### src/rtl/cpu_axi_pkg.sv
// Shared AXI read-side definitions for the CPU bus blocks.
//   - AXI encodings used by the CPU top (size, burst, response codes)
//   - State encoding of the read arbiter
//   - Arbitration policy selector values
package cpu_axi_pkg;

    localparam logic [2:0] ARSIZE_WORD = 3'b010;
    localparam logic [1:0] BURST_INCR  = 2'b01;
    localparam logic [1:0] RESP_OKAY   = 2'b00;
    localparam logic [1:0] RESP_SLVERR = 2'b10;

    // Arbiter FSM encoding
    localparam logic [1:0] ARB_IDLE = 2'd0;
    localparam logic [1:0] ARB_ADDR = 2'd1;
    localparam logic [1:0] ARB_DATA = 2'd2;

    typedef enum logic {
        RR_FIXED = 1'b0,
        RR_ROUND = 1'b1
    } rr_mode_e;

endpackage

### src/rtl/rr_pick.sv
// Combinational rotating priority picker.
//   req   : request vector, one bit per master
//   start : index that has highest priority; search wraps N-1 -> 0
//   gnt   : one-hot grant (all zero when no request)
//   idx   : binary index of the granted master
//   any   : at least one request present
// Driving start with 0 gives plain fixed priority (lowest index wins).
module rr_pick #(
    parameter int N     = 2,
    parameter int IDX_W = 1
) (
    input  logic [N-1:0]     req,
    input  logic [IDX_W-1:0] start,
    output logic [N-1:0]     gnt,
    output logic [IDX_W-1:0] idx,
    output logic             any
);

    logic [2*N-1:0] dbl;
    logic [N-1:0]   rot;
    logic [IDX_W:0] sum;

    always_comb begin
        // Rotating the doubled vector puts master 'start' at bit 0, so the
        // first set bit of rot is the winner in wrap-around order.
        dbl = {req, req} >> start;
        rot = dbl[N-1:0];
        any = 1'b0;
        idx = '0;
        sum = '0;
        for (int k = 0; k < N; k++) begin
            if (!any && rot[k]) begin
                any = 1'b1;
                sum = {1'b0, start} + (IDX_W+1)'(k);
                if (sum >= (IDX_W+1)'(N)) begin
                    sum = sum - (IDX_W+1)'(N);
                end
                idx = sum[IDX_W-1:0];
            end
        end
        gnt = any ? (N'(1) << idx) : '0;
    end

endmodule

### src/rtl/axi_rd_arbiter.sv
// AXI3 read-channel arbiter: NUM_M masters share one AR/R port, one
// transaction in flight at a time.
//   aclk, areset          : clock, synchronous active-high reset
//   s_ar*                 : per-master request (address, len, valid/ready)
//   s_r*                  : read data broadcast; s_rvalid one-hot to owner
//   m_ar*, m_r*           : single downstream AXI read port
//   err_rid               : sticky, R beat with wrong ID or with no owner
//   busy                  : FSM not idle
//
// Handshakes: a transfer happens on a cycle where valid and ready are both
// high. A valid, once raised, stays high with its payload stable until that
// transfer; ready may rise or fall freely and never waits on a later valid.
module axi_rd_arbiter #(
    parameter int NUM_M   = 2,
    parameter int ADDR_W  = 32,
    parameter int DATA_W  = 32,
    parameter int ID_W    = 4,
    parameter int RR_MODE = 0
) (
    input  logic                    aclk,
    input  logic                    areset,
    input  logic [NUM_M*ADDR_W-1:0] s_araddr,
    input  logic [NUM_M*4-1:0]      s_arlen,
    input  logic [NUM_M-1:0]        s_arvalid,
    output logic [NUM_M-1:0]        s_arready,
    output logic [DATA_W-1:0]       s_rdata,
    output logic [1:0]              s_rresp,
    output logic                    s_rlast,
    output logic [NUM_M-1:0]        s_rvalid,
    input  logic [NUM_M-1:0]        s_rready,
    output logic [ID_W-1:0]         m_arid,
    output logic [ADDR_W-1:0]       m_araddr,
    output logic [3:0]              m_arlen,
    output logic                    m_arvalid,
    input  logic                    m_arready,
    input  logic [ID_W-1:0]         m_rid,
    input  logic [DATA_W-1:0]       m_rdata,
    input  logic [1:0]              m_rresp,
    input  logic                    m_rlast,
    input  logic                    m_rvalid,
    output logic                    m_rready,
    output logic                    err_rid,
    output logic                    busy
);

    import cpu_axi_pkg::*;

    localparam int IDX_W = (NUM_M > 1) ? $clog2(NUM_M) : 1;

    logic [1:0]        state_q, state_d;
    logic [NUM_M-1:0]  gnt_q, gnt_d;
    logic [IDX_W-1:0]  ptr_q, ptr_d;
    logic [ADDR_W-1:0] araddr_q, araddr_d;
    logic [3:0]        arlen_q, arlen_d;
    logic [ID_W-1:0]   arid_q, arid_d;
    logic              arvalid_q, arvalid_d;
    logic              err_q, err_d;

    logic [IDX_W-1:0]  pick_start;
    logic [NUM_M-1:0]  pick_gnt;
    logic [IDX_W-1:0]  pick_idx;
    logic              pick_any;
    logic [ADDR_W-1:0] sel_addr;
    logic [3:0]        sel_len;
    logic [IDX_W:0]    ptr_inc;

    assign pick_start = (RR_MODE == int'(RR_ROUND)) ? ptr_q : '0;

    rr_pick #(
        .N     (NUM_M),
        .IDX_W (IDX_W)
    ) u_pick (
        .req   (s_arvalid),
        .start (pick_start),
        .gnt   (pick_gnt),
        .idx   (pick_idx),
        .any   (pick_any)
    );

    // AND-OR mux of the winning master's request fields
    always_comb begin
        sel_addr = '0;
        sel_len  = '0;
        for (int i = 0; i < NUM_M; i++) begin
            if (pick_gnt[i]) begin
                sel_addr = s_araddr[i*ADDR_W +: ADDR_W];
                sel_len  = s_arlen[i*4 +: 4];
            end
        end
    end

    // Next round-robin pointer: one past the master being granted
    always_comb begin
        ptr_inc = {1'b0, pick_idx} + 1'b1;
        if (ptr_inc == (IDX_W+1)'(NUM_M)) begin
            ptr_inc = '0;
        end
    end

    // Channel steering. Everything is forced quiet while reset is asserted
    // so the abandoned burst cannot complete a handshake in that cycle.
    always_comb begin
        s_arready = '0;
        s_rvalid  = '0;
        m_rready  = 1'b0;
        s_rdata   = '0;
        s_rresp   = '0;
        s_rlast   = 1'b0;
        if (!areset) begin
            if (state_q == ARB_ADDR && m_arready) begin
                s_arready = gnt_q;
            end
            if (state_q == ARB_DATA) begin
                s_rvalid = gnt_q & {NUM_M{m_rvalid}};
                m_rready = |(s_rready & gnt_q);
                s_rdata  = m_rdata;
                s_rresp  = m_rresp;
                s_rlast  = m_rlast;
            end
        end
    end

    always_comb begin
        state_d   = state_q;
        gnt_d     = gnt_q;
        ptr_d     = ptr_q;
        araddr_d  = araddr_q;
        arlen_d   = arlen_q;
        arid_d    = arid_q;
        arvalid_d = arvalid_q;
        case (state_q)
            ARB_IDLE: begin
                if (pick_any) begin
                    state_d   = ARB_ADDR;
                    gnt_d     = pick_gnt;
                    ptr_d     = ptr_inc[IDX_W-1:0];
                    araddr_d  = sel_addr;
                    arlen_d   = sel_len;
                    arid_d    = ID_W'(pick_idx);
                    arvalid_d = 1'b1;
                end
            end
            ARB_ADDR: begin
                if (m_arready) begin
                    arvalid_d = 1'b0;
                    state_d   = ARB_DATA;
                end
            end
            ARB_DATA: begin
                if (m_rvalid && m_rready && m_rlast) begin
                    state_d = ARB_IDLE;
                end
            end
            default: state_d = ARB_IDLE;
        endcase
    end

    // Any R beat is suspect unless it arrives in DATA carrying our ID;
    // beats seen outside DATA have no owner and are left unconsumed.
    always_comb begin
        err_d = err_q;
        if (m_rvalid && (state_q != ARB_DATA || m_rid != arid_q)) begin
            err_d = 1'b1;
        end
    end

    always_ff @(posedge aclk) begin
        if (areset) begin
            state_q   <= ARB_IDLE;
            gnt_q     <= '0;
            ptr_q     <= '0;
            araddr_q  <= '0;
            arlen_q   <= '0;
            arid_q    <= '0;
            arvalid_q <= 1'b0;
            err_q     <= 1'b0;
        end else begin
            state_q   <= state_d;
            gnt_q     <= gnt_d;
            ptr_q     <= ptr_d;
            araddr_q  <= araddr_d;
            arlen_q   <= arlen_d;
            arid_q    <= arid_d;
            arvalid_q <= arvalid_d;
            err_q     <= err_d;
        end
    end

    assign m_arid    = arid_q;
    assign m_araddr  = araddr_q;
    assign m_arlen   = arlen_q;
    assign m_arvalid = arvalid_q;
    assign err_rid   = err_q;
    assign busy      = (state_q != ARB_IDLE);

endmodule
### config.mk
export PLATFORM = sky130hd
export DESIGN_NAME = axi_rd_arbiter
export DESIGN_NICKNAME = d
export VERILOG_FILES = /design/src/rtl/cpu_axi_pkg.sv /design/src/rtl/rr_pick.sv /design/src/rtl/axi_rd_arbiter.sv
export SDC_FILE = /design/constraint.sdc
export NUM_CORES = 1
export LEC_CHECK = 0
export CORE_AREA = 2 2 86 88
export DETAILED_ROUTE_END_ITERATION = 6
export DIE_AREA = 0 0 88 90
export PLACE_DENSITY_LB_ADDON = 0.2
export RECOVER_POWER = 50
export SETUP_SLACK_MARGIN = 0.2
export SYNTH_ARGS = -nofsm -noshare
export SYNTH_HDL_FRONTEND = slang
export SYNTH_SLANG_ARGS = --single-unit
### constraint.sdc
create_clock -name aclk -period 1.4 [get_ports aclk]
set_clock_uncertainty 0.05 [all_clocks]
set_input_delay 0.21 -clock aclk [delete_from_list [all_inputs] [get_ports aclk]]
set_output_delay 0.21 -clock aclk [all_outputs]
set_load 0.02 [all_outputs]
==> metrics.txt, run 1 <==
sum of negative setup slack=-14.03 ns; grt ovf=0; fin crit period=roughly 1.8 ns; Synth area leaders=dfxtp_1 41%, a22oi_1 14%, o2bb2ai_1 13%; DRT iter0 DRCs=roughly 50; # port buffers=about 200; RSZ-0062 raised after global routing=yes; antenna violations before repair=0; mean post-synth cell area=~9.5 sq um; row count=31; Worst Path Arrival=about 1.5 ns; Die ar.=approximately 0.0079 sq mm; CTS Buffer Depth=2; Skew-Pair Late Insertion Delay=roughly 0.3 ns; final std cells w/o fill=between 500 and 600; PD cells=747 mW/mm^2; initial core utilization=0.291; layout cells sized above 1=0.452; status=finished with violations; Max Freq=~0.55 GHz; final-report setup violation count=a little over 60; remaining antenna violation count=0; Die X-Extent=a little under 90 microns; Filler Cell Count=543; Syn Std Cell Area=0.00204 sq mm; EDFF count, synth=0; #FFs+latches synth=42; WL per Instance=between 15 and 20 microns; Critical-path top delay cell=dfxtp_2; crit-path cells=nor2b_4 -> nor2b_4 -> buf_12 -> buf_8 -> clkbuf_16 -> and2_4 -> buf_6; number of max-cap violations=0; largest net degree at the start of global routing=22; post-DR vias/cell=approximately 4.8; Final Cycle Share=1.29; worst vdd ir=about 0.44 mV; DRT Pass-1 Iters=4; dpl cells=between 500 and 600; first-pass GRT wire length=around 14000 microns; Sink Count=42; Synth top cells by count=42 x dfxtp_1, 37 x a22oi_1, 36 x and2_1; Overall Power=3.79 mW; Top FF cell, synth=dfxtp_1; Final Hold Viols=0; Distinct cells, synth=27; nature of the critical path endpoint=output pin; post-DP HPWL=roughly 6300 microns; CTS Hold Bufs=0; post-synthesis sequential area ratio=0.412; top-count cell post-synth=dfxtp_1; Ports=~200; synth warn=0; htree depth=2; Top cell by count, worst path=nor2b_4; final-stage net count=between 500 and 600; ys async rst share=0; Die Y=~90 microns; # diodes=0; # DRC=0; Crit Path Category=reg2out; flop2flop setup slack=-0.03 ns; CTS tree=built; Gate Count Post-Synth=roughly 210; RePlAce Congestion=roughly 0.73; Final Max Tran Viols=0; hold crit path type=in2reg; P_leak=~2.0 nW; Clock Pin Slew Worst Setup and Hold Paths=about 0.090 ns; Vias=~2700; vias in the first global route=roughly 2700; CTS buffer count=5; GR Util All Layers=0.217; largest area contributor in the netlist=dfxtp_1; Core Box Area=between 0.007 and 0.008 sq mm; critical path's top delay family=buffers and inverters; Critical Path RT=between 1 and 1.5 ns; WL final=roughly 9400 microns; violated checks=negative setup slack; Startpoint Class=flop; Area Overhead vs Synth=148%; slowest stage delay, CP=between 0.3 and 0.4 ns; setup ws final=-0.403 ns; clk root buf=clkbuf_8; top-area cell type share of the netlist area=0.412; WP buf/inv=4; pre-CTS WS=-0.672 ns; crit path max fanout=5
==> cell usage in the layout, fill, tap and decap left out, types with 7 or more instances in the layout <==
cell and count:
buf_16 7, clkbuf_1 28, o2bb2ai_2 21, clkdlybuf4s50_1 115
dfxtp_1 39, clkdlybuf4s15_2 11, o2bb2ai_1 7, buf_6 46
and2_4 36, a22oi_1 37, buf_12 7, buf_4 33
==> worst paths after layout <==
check | start | to | cells after the start
worst max-delay path | state_q[1] | s_rdata[26] | 7
worst min-delay path | areset | state_q[1] | 3
worst max register to register | state_q[0] | m_araddr[11] | 8
worst min register to register | m_araddr[12] | m_araddr[12] | 1
==> sequential cells by signal, indices dropped and copies added, names as in the netlist <==
name / flops
m_arlen: 4
m_arid: 1
gnt_q: 1
m_arvalid: 1
err_rid: 1
state_q: 2
m_araddr: 32
==> timing repair <==
action                     4_1_cts  5_1_grt
setup buffers                   17        2
cloned                           7        1
setup endpoints to repair      119      108
resized for setup              425       45
pin swaps                       12        4
==> worst register-to-register path: stages (launching register included) <==
cell	delay, ns
dfxtp_2	0.35
buf_6	0.13
nor2_4	0.12
buf_6	0.13
a21oi_4	0.07
buf_6	0.12
buf_6	0.11
buf_16	0.13
o2bb2ai_1	0.11
==> stage by stage <==
stage | hold slack (ns) | utilization | area [sq um]
5_1_grt | 0.368 | 0.722 | 5070
3_3_place_gp | 0.392 | 0.624 | 4380
6_report | 0.370 | 0.722 | 5070
4_1_cts | 0.366 | 0.728 | 5110
3_5_place_dp | 0.396 | 0.624 | 4380
2_1_floorplan | 0.232 | - | 2190
==> per-layer routing <==
metal | vias up | track usage | routed length, microns | share of wire
met1 | 1259 | 0.250 | 3640 | 0.39
met2 | 125 | 0.386 | 4760 | 0.50
met3 | 10 | 0.0725 | 929 | 0.098
li1 | 1267 | - | - | -
met4 | 0 | 0.0397 | 108 | 0.011
met5 | - | 0 | 0 | 0
==> report_power, final <==
part | total (mW) | internal [mW] | switching, mW
sequential | 1.40 | 1.32 | 0.0839
combinational | 1.56 | 0.885 | 0.674
clock | 0.828 | 0.397 | 0.431
==> logic make-up after synthesis <==
kind of cell,Yosys count,share of synthesized area
compound gates,87,0.332
simple gates,56,0.168
flops,42,0.412
buf+inv,27,0.0827
xor+xnor,1,0.00429
other cells,1,0.00184
==> final cells by class <==
class | instances | area, sq um | share of cell area
flip-flops and latches | 42 | 845 | 0.167
multi-input cells | 147 | 1440 | 0.284
inverters | 1 | 3.75 | 0.000741
well taps | 99 | 124 | 0.0244
clock inverters | 2 | 12.5 | 0.00247
clock buffers | 6 | 82.6 | 0.0163
repair buffers | 253 | 2560 | 0.505
(Power assumes the default switching activity.)
==> run 2: changes to the inputs <==
--- a/config.mk
+++ b/config.mk
@@ -5,12 +5,14 @@
 export SDC_FILE = /design/constraint.sdc
 export NUM_CORES = 1
 export LEC_CHECK = 0
-export CORE_AREA = 2 2 86 88
+export ABC_CLOCK_PERIOD_IN_PS = 1700
+export CORE_AREA = 2 2 89 91
 export DETAILED_ROUTE_END_ITERATION = 6
-export DIE_AREA = 0 0 88 90
+export DIE_AREA = 0 0 91 93
 export PLACE_DENSITY_LB_ADDON = 0.2
 export RECOVER_POWER = 50
 export SETUP_SLACK_MARGIN = 0.2
 export SYNTH_ARGS = -nofsm -noshare
 export SYNTH_HDL_FRONTEND = slang
+export SYNTH_HIERARCHICAL = 1
 export SYNTH_SLANG_ARGS = --single-unit
==> constraint.sdc (replaced) <==
create_clock -name aclk -period 1.7 [get_ports aclk]
set_clock_uncertainty 0.05 [all_clocks]
set_input_delay 0.255 -clock aclk [delete_from_list [all_inputs] [get_ports aclk]]
set_output_delay 0.255 -clock aclk [all_outputs]
set_load 0.02 [all_outputs]
==> metrics.txt, run 2 <==
largest area contributor in the netlist=dfxtp_1 (unchanged); largest net degree at the start of global routing=45 (was 22); top-count cell post-synth=dfxtp_1 (unchanged); # DRC=0 (unchanged); CTS buffer count=5 (unchanged); post-synthesis sequential area ratio=0.370 (was 0.412); nature of the critical path endpoint=flop (was output pin); layout cells sized above 1=0.384 (was 0.452); Critical Path RT=1.83 ns (was 1.14 ns); RePlAce Congestion=0.782 (was 0.729); # port buffers=198 (unchanged); GR Util All Layers=0.226 (was 0.217); Crit Path Category=reg2reg (was reg2out); Startpoint Class=flop (unchanged); grt ovf=0 (unchanged); synth warn=6 (was 0); slowest stage delay, CP=0.46 ns (was 0.33 ns); ys async rst share=0 (unchanged); fin crit period=approximately 1.7 ns; Top FF cell, synth=dfxtp_1 (unchanged); Gate Count Post-Synth=260 (was 214); Worst Path Arrival=1.84 ns (was 1.54 ns); worst-margin pin slew=approximately 0.66 ns; Distinct cells, synth=33 (was 27); clk root buf=clkbuf_8 (unchanged); WP buf/inv=3 (was 4); #FFs+latches synth=43 (was 42); dpl cells=561 (was 515); vias in the first global route=2917 (was 2696); crit path max fanout=8 (was 5); max reg flops=32 (unchanged); final-report setup violation count=2 (was 62); Max Freq=0.584 GHz; final std cells w/o fill=592 (was 550); status=finished with violations (unchanged); post-DR vias/cell=4.85 (was 4.84); worst vdd ir=0.453 mV (was 0.445 mV); setup ws final=-0.0115 ns (was -0.403 ns); Final Max Tran Viols=0 (unchanged); Sink Count=43 (was 42); remaining antenna violation count=0 (unchanged); Final Cycle Share=1.01; Die X-Extent=91 microns (was 88 microns); DRT iter0 DRCs=54 (was 51); Core Box Area=0.00753 sq mm (was 0.00702 sq mm); Worst slew margin=0.558; htree depth=2 (unchanged); violated checks=negative setup slack (unchanged); first-pass GRT wire length=15100 microns (was 13600 microns); Overall Power=3.76 mW (was 3.79 mW); RSZ-0062 raised after global routing=yes (unchanged); row count=32 (was 31); EDFF count, synth=0 (unchanged); Ports=202 (unchanged); # diodes=0 (unchanged); P_leak=2.32 nW (was 2.01 nW); final-stage net count=608 (was 569); antenna violations before repair=0 (unchanged); Vias=2874 (was 2661); critical path's top delay family=buffers and inverters (unchanged); most frequent cells in the layout=115 x clkdlybuf4s50_1, 45 x buf_6, 41 x dfxtp_1, 41 x dlygate4sd2_1 (was 115 x clkdlybuf4s50_1, 46 x buf_6, 39 x dfxtp_1, 37 x a22oi_1, 36 x and2_4); pre-CTS WS=-0.580 ns (was -0.672 ns); DRT Pass-1 Iters=4 (unchanged); PD cells=691 mW/mm^2 (was 747 mW/mm^2); Final Hold Viols=0 (unchanged); top-area cell type share of the netlist area=0.370 (was 0.412); WL final=10400 microns (was 9440 microns); most common cell after layout, fill and taps aside=clkdlybuf4s50_1 (unchanged); Area Overhead vs Synth=134% (was 148%); initial core utilization=0.309 (was 0.291); mean post-synth cell area=8.94 sq um (was 9.54 sq um); WL per Instance=17.5 microns (was 17.2 microns); Die ar.=0.00846 sq mm (was 0.00792 sq mm); Die Y=93 microns (was 90 microns); post-DP HPWL=6880 microns (was 6280 microns); crit-path cells=buf_4 -> or3b_4 -> buf_4 -> buf_16 -> a221oi_4 -> a21oi_2 (was nor2b_4 -> nor2b_4 -> buf_12 -> buf_8 -> clkbuf_16 -> and2_4 -> buf_6); Clock Pin Slew Worst Setup and Hold Paths=0.08 ns (was 0.09 ns); CTS Buffer Depth=2 (unchanged); Top cell by count, worst path=buf_4 (was nor2b_4); Synth area leaders=dfxtp_1 37%, a221oi_2 15%, and2_1 10% (was dfxtp_1 41%, a22oi_1 14%, o2bb2ai_1 13%); Critical-path top delay cell=or3b_4 (was dfxtp_2); hold crit path type=in2reg (unchanged); CTS tree=built (unchanged); CTS Hold Bufs=0 (unchanged); Synth top cells by count=43 x dfxtp_1, 37 x and2_1, 29 x nor3_1 (was 42 x dfxtp_1, 37 x a22oi_1, 36 x and2_1); Syn Std Cell Area=0.00232 sq mm (was 0.00204 sq mm); number of max-cap violations=0 (unchanged); Skew-Pair Late Insertion Delay=0.29 ns (was 0.30 ns)
-- run 2: cell types whose count changed after synthesis, sizes merged, moves of 4 or more --
cell     previous run  this run
clkbuf              6        11
nor3                0        29
a211oi              5         1
a21oi              11        16
a22oi              37         1
o2bb2ai            31         0
nor2                2        27
a221oi              0        36
nand2b              0        13
-- run 2: power by group --
group          switching, mW  internal [mW]  total (mW)
logic                  0.740          0.871        1.61
clock network          0.353          0.587       0.941
registers             0.0715           1.14        1.21
-- run 2: routing by layer --
layer,vias up,track usage,share of wire
li1,1385,-,-
met3,10,0.0766,0.085
met5,-,0,0
met2,128,0.435,0.53
met4,0,0.0606,0.011
met1,1351,0.232,0.37
-- run 2: stage by stage --
| stage | hold WS (ns) | area, sq um | util | TNS (ns) |
|---|---|---|---|---|
| after global routing | 0.255 | 5450 | 0.724 | -2.25 |
| final | 0.266 | 5450 | 0.724 | -0.0143 |
| after detailed placement | 0.413 | 4530 | 0.602 | -21.46 |
| after floorplan | 0.367 | 2370 | - | 0 |
| after CTS | 0.248 | 5170 | 0.687 | -0.0491 |
| after global placement | 0.407 | 4530 | 0.602 | -18.20 |
-- run 2: kinds of logic after synthesis --
family	after synthesis	synth area share
compound gates	59	0.254
xor+xnor	1	0.00377
buf+inv	30	0.0765
flops	43	0.370
mux	1	0.00431
other cells	1	0.00161
simple gates	125	0.290
-- run 2: tightest hold or removal path, cell delays in order --
cell,delay (ns)
buf_2,0.12
buf_4,0.15
a211oi_1,0.04
-- run 2: final timing paths --
| kind | slack, ns | depth (start not counted) | endpoint | startpoint |
|---|---|---|---|---|
| max | -0.01 | 6 | m_araddr[29] | state_q[0] |
| max reg2reg | -0.01 | 6 | m_araddr[29] | state_q[0] |
| min reg2reg | 0.43 | 2 | m_arlen[1] | m_arlen[1] |
| min | 0.27 | 3 | state_q[1] | areset |
-- run 2: what timing repair did --
action	CTS	global route
cloned	7	3
pin swaps	35	13
resized for setup	330	44
buffers inserted	9	4
endpoints found under the setup margin	119	80
-- run 2: area by class of cell --
cell class	count	area, sq um
well taps	102	128
repair buffers	246	2590
clock buffers	6	72.6
clock inverters	2	60.1
flip-flops and latches	43	866
inverters	2	7.51
fillers	564	2080
multi-input cells	191	1720
==> run 3: changes to the inputs <==
--- a/config.mk
+++ b/config.mk
@@ -6,9 +6,9 @@
 export NUM_CORES = 1
 export LEC_CHECK = 0
 export ABC_CLOCK_PERIOD_IN_PS = 1700
-export CORE_AREA = 2 2 89 91
+export CORE_AREA = 4 4 91 93
 export DETAILED_ROUTE_END_ITERATION = 6
-export DIE_AREA = 0 0 91 93
+export DIE_AREA = 0 0 95 97
 export PLACE_DENSITY_LB_ADDON = 0.2
 export RECOVER_POWER = 50
 export SETUP_SLACK_MARGIN = 0.2
==> metrics.txt, run 3 (same netlist as run 2, synthesis figures left out) <==
Die Y=97 microns (was 93 microns); largest net degree at the start of global routing=26 (was 45); Critical Path RT=1.82 ns (was 1.83 ns); post-DP HPWL=7630 microns (was 6880 microns); most common cell after layout, fill and taps aside=clkdlybuf4s50_1 (unchanged); final std cells w/o fill=595 (was 592); WHS=0.413 ns (was 0.266 ns); P_leak=2.25 nW (was 2.32 nW); logic gate share of total power=0.447 (was 0.428); # DRC=0 (unchanged); crit path max fanout=8 (unchanged); vias in the first global route=2944 (was 2917); # diodes=0 (unchanged); DRT iter0 DRCs=58 (was 54); GR Util All Layers=0.203 (was 0.226); sequential power share=0.362 (was 0.322); RSZ-0062 raised after global routing=yes (unchanged); Core Box Area=0.00753 sq mm (unchanged); final-stage net count=611 (was 608); slowest stage delay, CP=0.49 ns (was 0.46 ns); WL final=9970 microns (was 10400 microns); Die X-Extent=95 microns (was 91 microns); fin crit period=1.71 ns (about the same); Sw Ratio=0.333 (was 0.309); Final Max Tran Viols=0 (unchanged); Die ar.=0.00922 sq mm (was 0.00846 sq mm); remaining antenna violation count=0 (unchanged); htree depth=2 (unchanged); CTS Buffer Depth=2 (unchanged); DRT Pass-1 Iters=4 (unchanged); nature of the critical path endpoint=flop (unchanged); hold crit path type=in2reg (unchanged); Final Cycle Share=1.01 (about the same); most frequent cells in the layout=117 x clkdlybuf4s50_1, 52 x buf_6, 40 x dfxtp_1, 39 x dlygate4sd2_1, 31 x buf_4 (was 115 x clkdlybuf4s50_1, 45 x buf_6, 41 x dfxtp_1, 41 x dlygate4sd2_1); Startpoint Class=flop (unchanged); Worst Path Arrival=1.83 ns (was 1.84 ns); Ports=202 (unchanged); Skew-Pair Late Insertion Delay=0.29 ns (about the same); worst vdd ir=0.386 mV (was 0.453 mV); dpl cells=565 (was 561); status=finished with violations (unchanged); crit-path cells=buf_6 -> buf_6 -> or3b_4 -> buf_12 -> a221oi_4 -> nor3_1 (was buf_4 -> or3b_4 -> buf_4 -> buf_16 -> a221oi_4 -> a21oi_2); Clock Pin Slew Worst Setup and Hold Paths=0.08 ns (about the same); cell-internal power=2.23 mW (was 2.60 mW); Critical-path top delay cell=or3b_4 (unchanged); Psw=1.12 mW (was 1.16 mW); final-report setup violation count=2 (unchanged); antenna violations before repair=0 (unchanged); CTS buffer count=5 (unchanged); Top cell by count, worst path=buf_6 (was buf_4); PD cells=638 mW/mm^2 (was 691 mW/mm^2); flop2flop setup slack=-0.009 ns (was -0.01 ns); first-pass GRT wire length=14700 microns (was 15100 microns); max reg flops=32 (unchanged); critical path's top delay family=simple AND/OR/NAND/NOR gates (was buffers and inverters); row count=32 (unchanged); clk root buf=clkbuf_8 (unchanged); Final Hold Viols=0 (unchanged); WP buf/inv=3 (unchanged); Area Overhead vs Synth=126% (was 134%); initial core utilization=0.309 (unchanged); grt ovf=0 (unchanged); post-DR vias/cell=4.76 (was 4.85); Vias=2835 (was 2874); number of max-cap violations=0 (unchanged); setup ws final=-0.00932 ns (was -0.0115 ns); RePlAce Congestion=0.739 (was 0.782); WL per Instance=16.8 microns (was 17.5 microns); # port buffers=198 (unchanged); violated checks=negative setup slack (unchanged); layout cells sized above 1=0.359 (was 0.384); Max Freq=0.585 GHz (was 0.584 GHz); CTS tree=built (unchanged); Crit Path Category=reg2reg (unchanged); Sink Count=43 (unchanged); CTS Hold Bufs=0 (unchanged); proportion of power drawn by the clock network=0.191 (was 0.250)
==> run 3: layout make-up <==
class | count | area (sq um)
timing repair buffer | 249 | 2530
clock buffer | 6 | 72.6
inverter | 2 | 7.51
tap | 102 | 128
clock inverter | 2 | 12.5
multi-input combinational | 191 | 1630
sequential | 43 | 867
fill | 624 | 2280
==> run 3: power by group through the flow <==
stage               combinational, mW  clock (mW)  sequential (mW)
finish                           1.50       0.638             1.21
global placement                 1.29           0             1.23
detailed placement               1.31           0             1.24
CTS                              1.42       0.651             1.21
floorplan                       0.461           0             1.38
global route                     1.59       0.704             1.23
==> run 3: per-layer routing <==
layer  track usage  part of all wire  up-vias
met2         0.369              0.50      135
met3        0.0879              0.12       13
met1         0.212              0.37     1303
met5             0                 0        -
li1              -                 -     1384
met4        0.0444             0.013        0
==> run 3: path summary, 6_finish.rpt <==
path,start,endpoint,depth (start not counted)
worst min-delay path,areset,m_arvalid,3
worst min register to register,m_araddr[27],m_araddr[27],2
worst max register to register,state_q[1],m_araddr[5],6
worst max-delay path,state_q[1],m_araddr[5],6
==> run 3: what timing repair did <==
item,in CTS,in global routing
buffers inserted,12,6
gates cloned,3,1
setup endpoints to repair,119,81
gates resized for setup,316,27
pin swaps,6,19
==> run 3: through the flow <==
| stage | instance area (sq um) | util | TNS (ns) | power (mW) | setup slack (ns) |
|---|---|---|---|---|---|
| finish | 5240 | 0.696 | -0.0130 | 3.34 | -0.00932 |
| global route | 5240 | 0.696 | -1.11 | 3.53 | -0.0616 |
| CTS | 5040 | 0.670 | -0.00633 | 3.28 | -0.00195 |
| detailed placement | 4540 | 0.603 | -17.77 | 2.54 | -0.454 |
| global placement | 4540 | 0.603 | -16.17 | 2.52 | -0.408 |
| floorplan | 2370 | - | 0 | 1.84 | 0.178 |
==> run 3: worst min-delay path, delay by kind of cell <==
family | cells | cell delay, ns
AO/OA/AOI/OAI | 1 | 0.06
buffers and inverters | 2 | 0.39
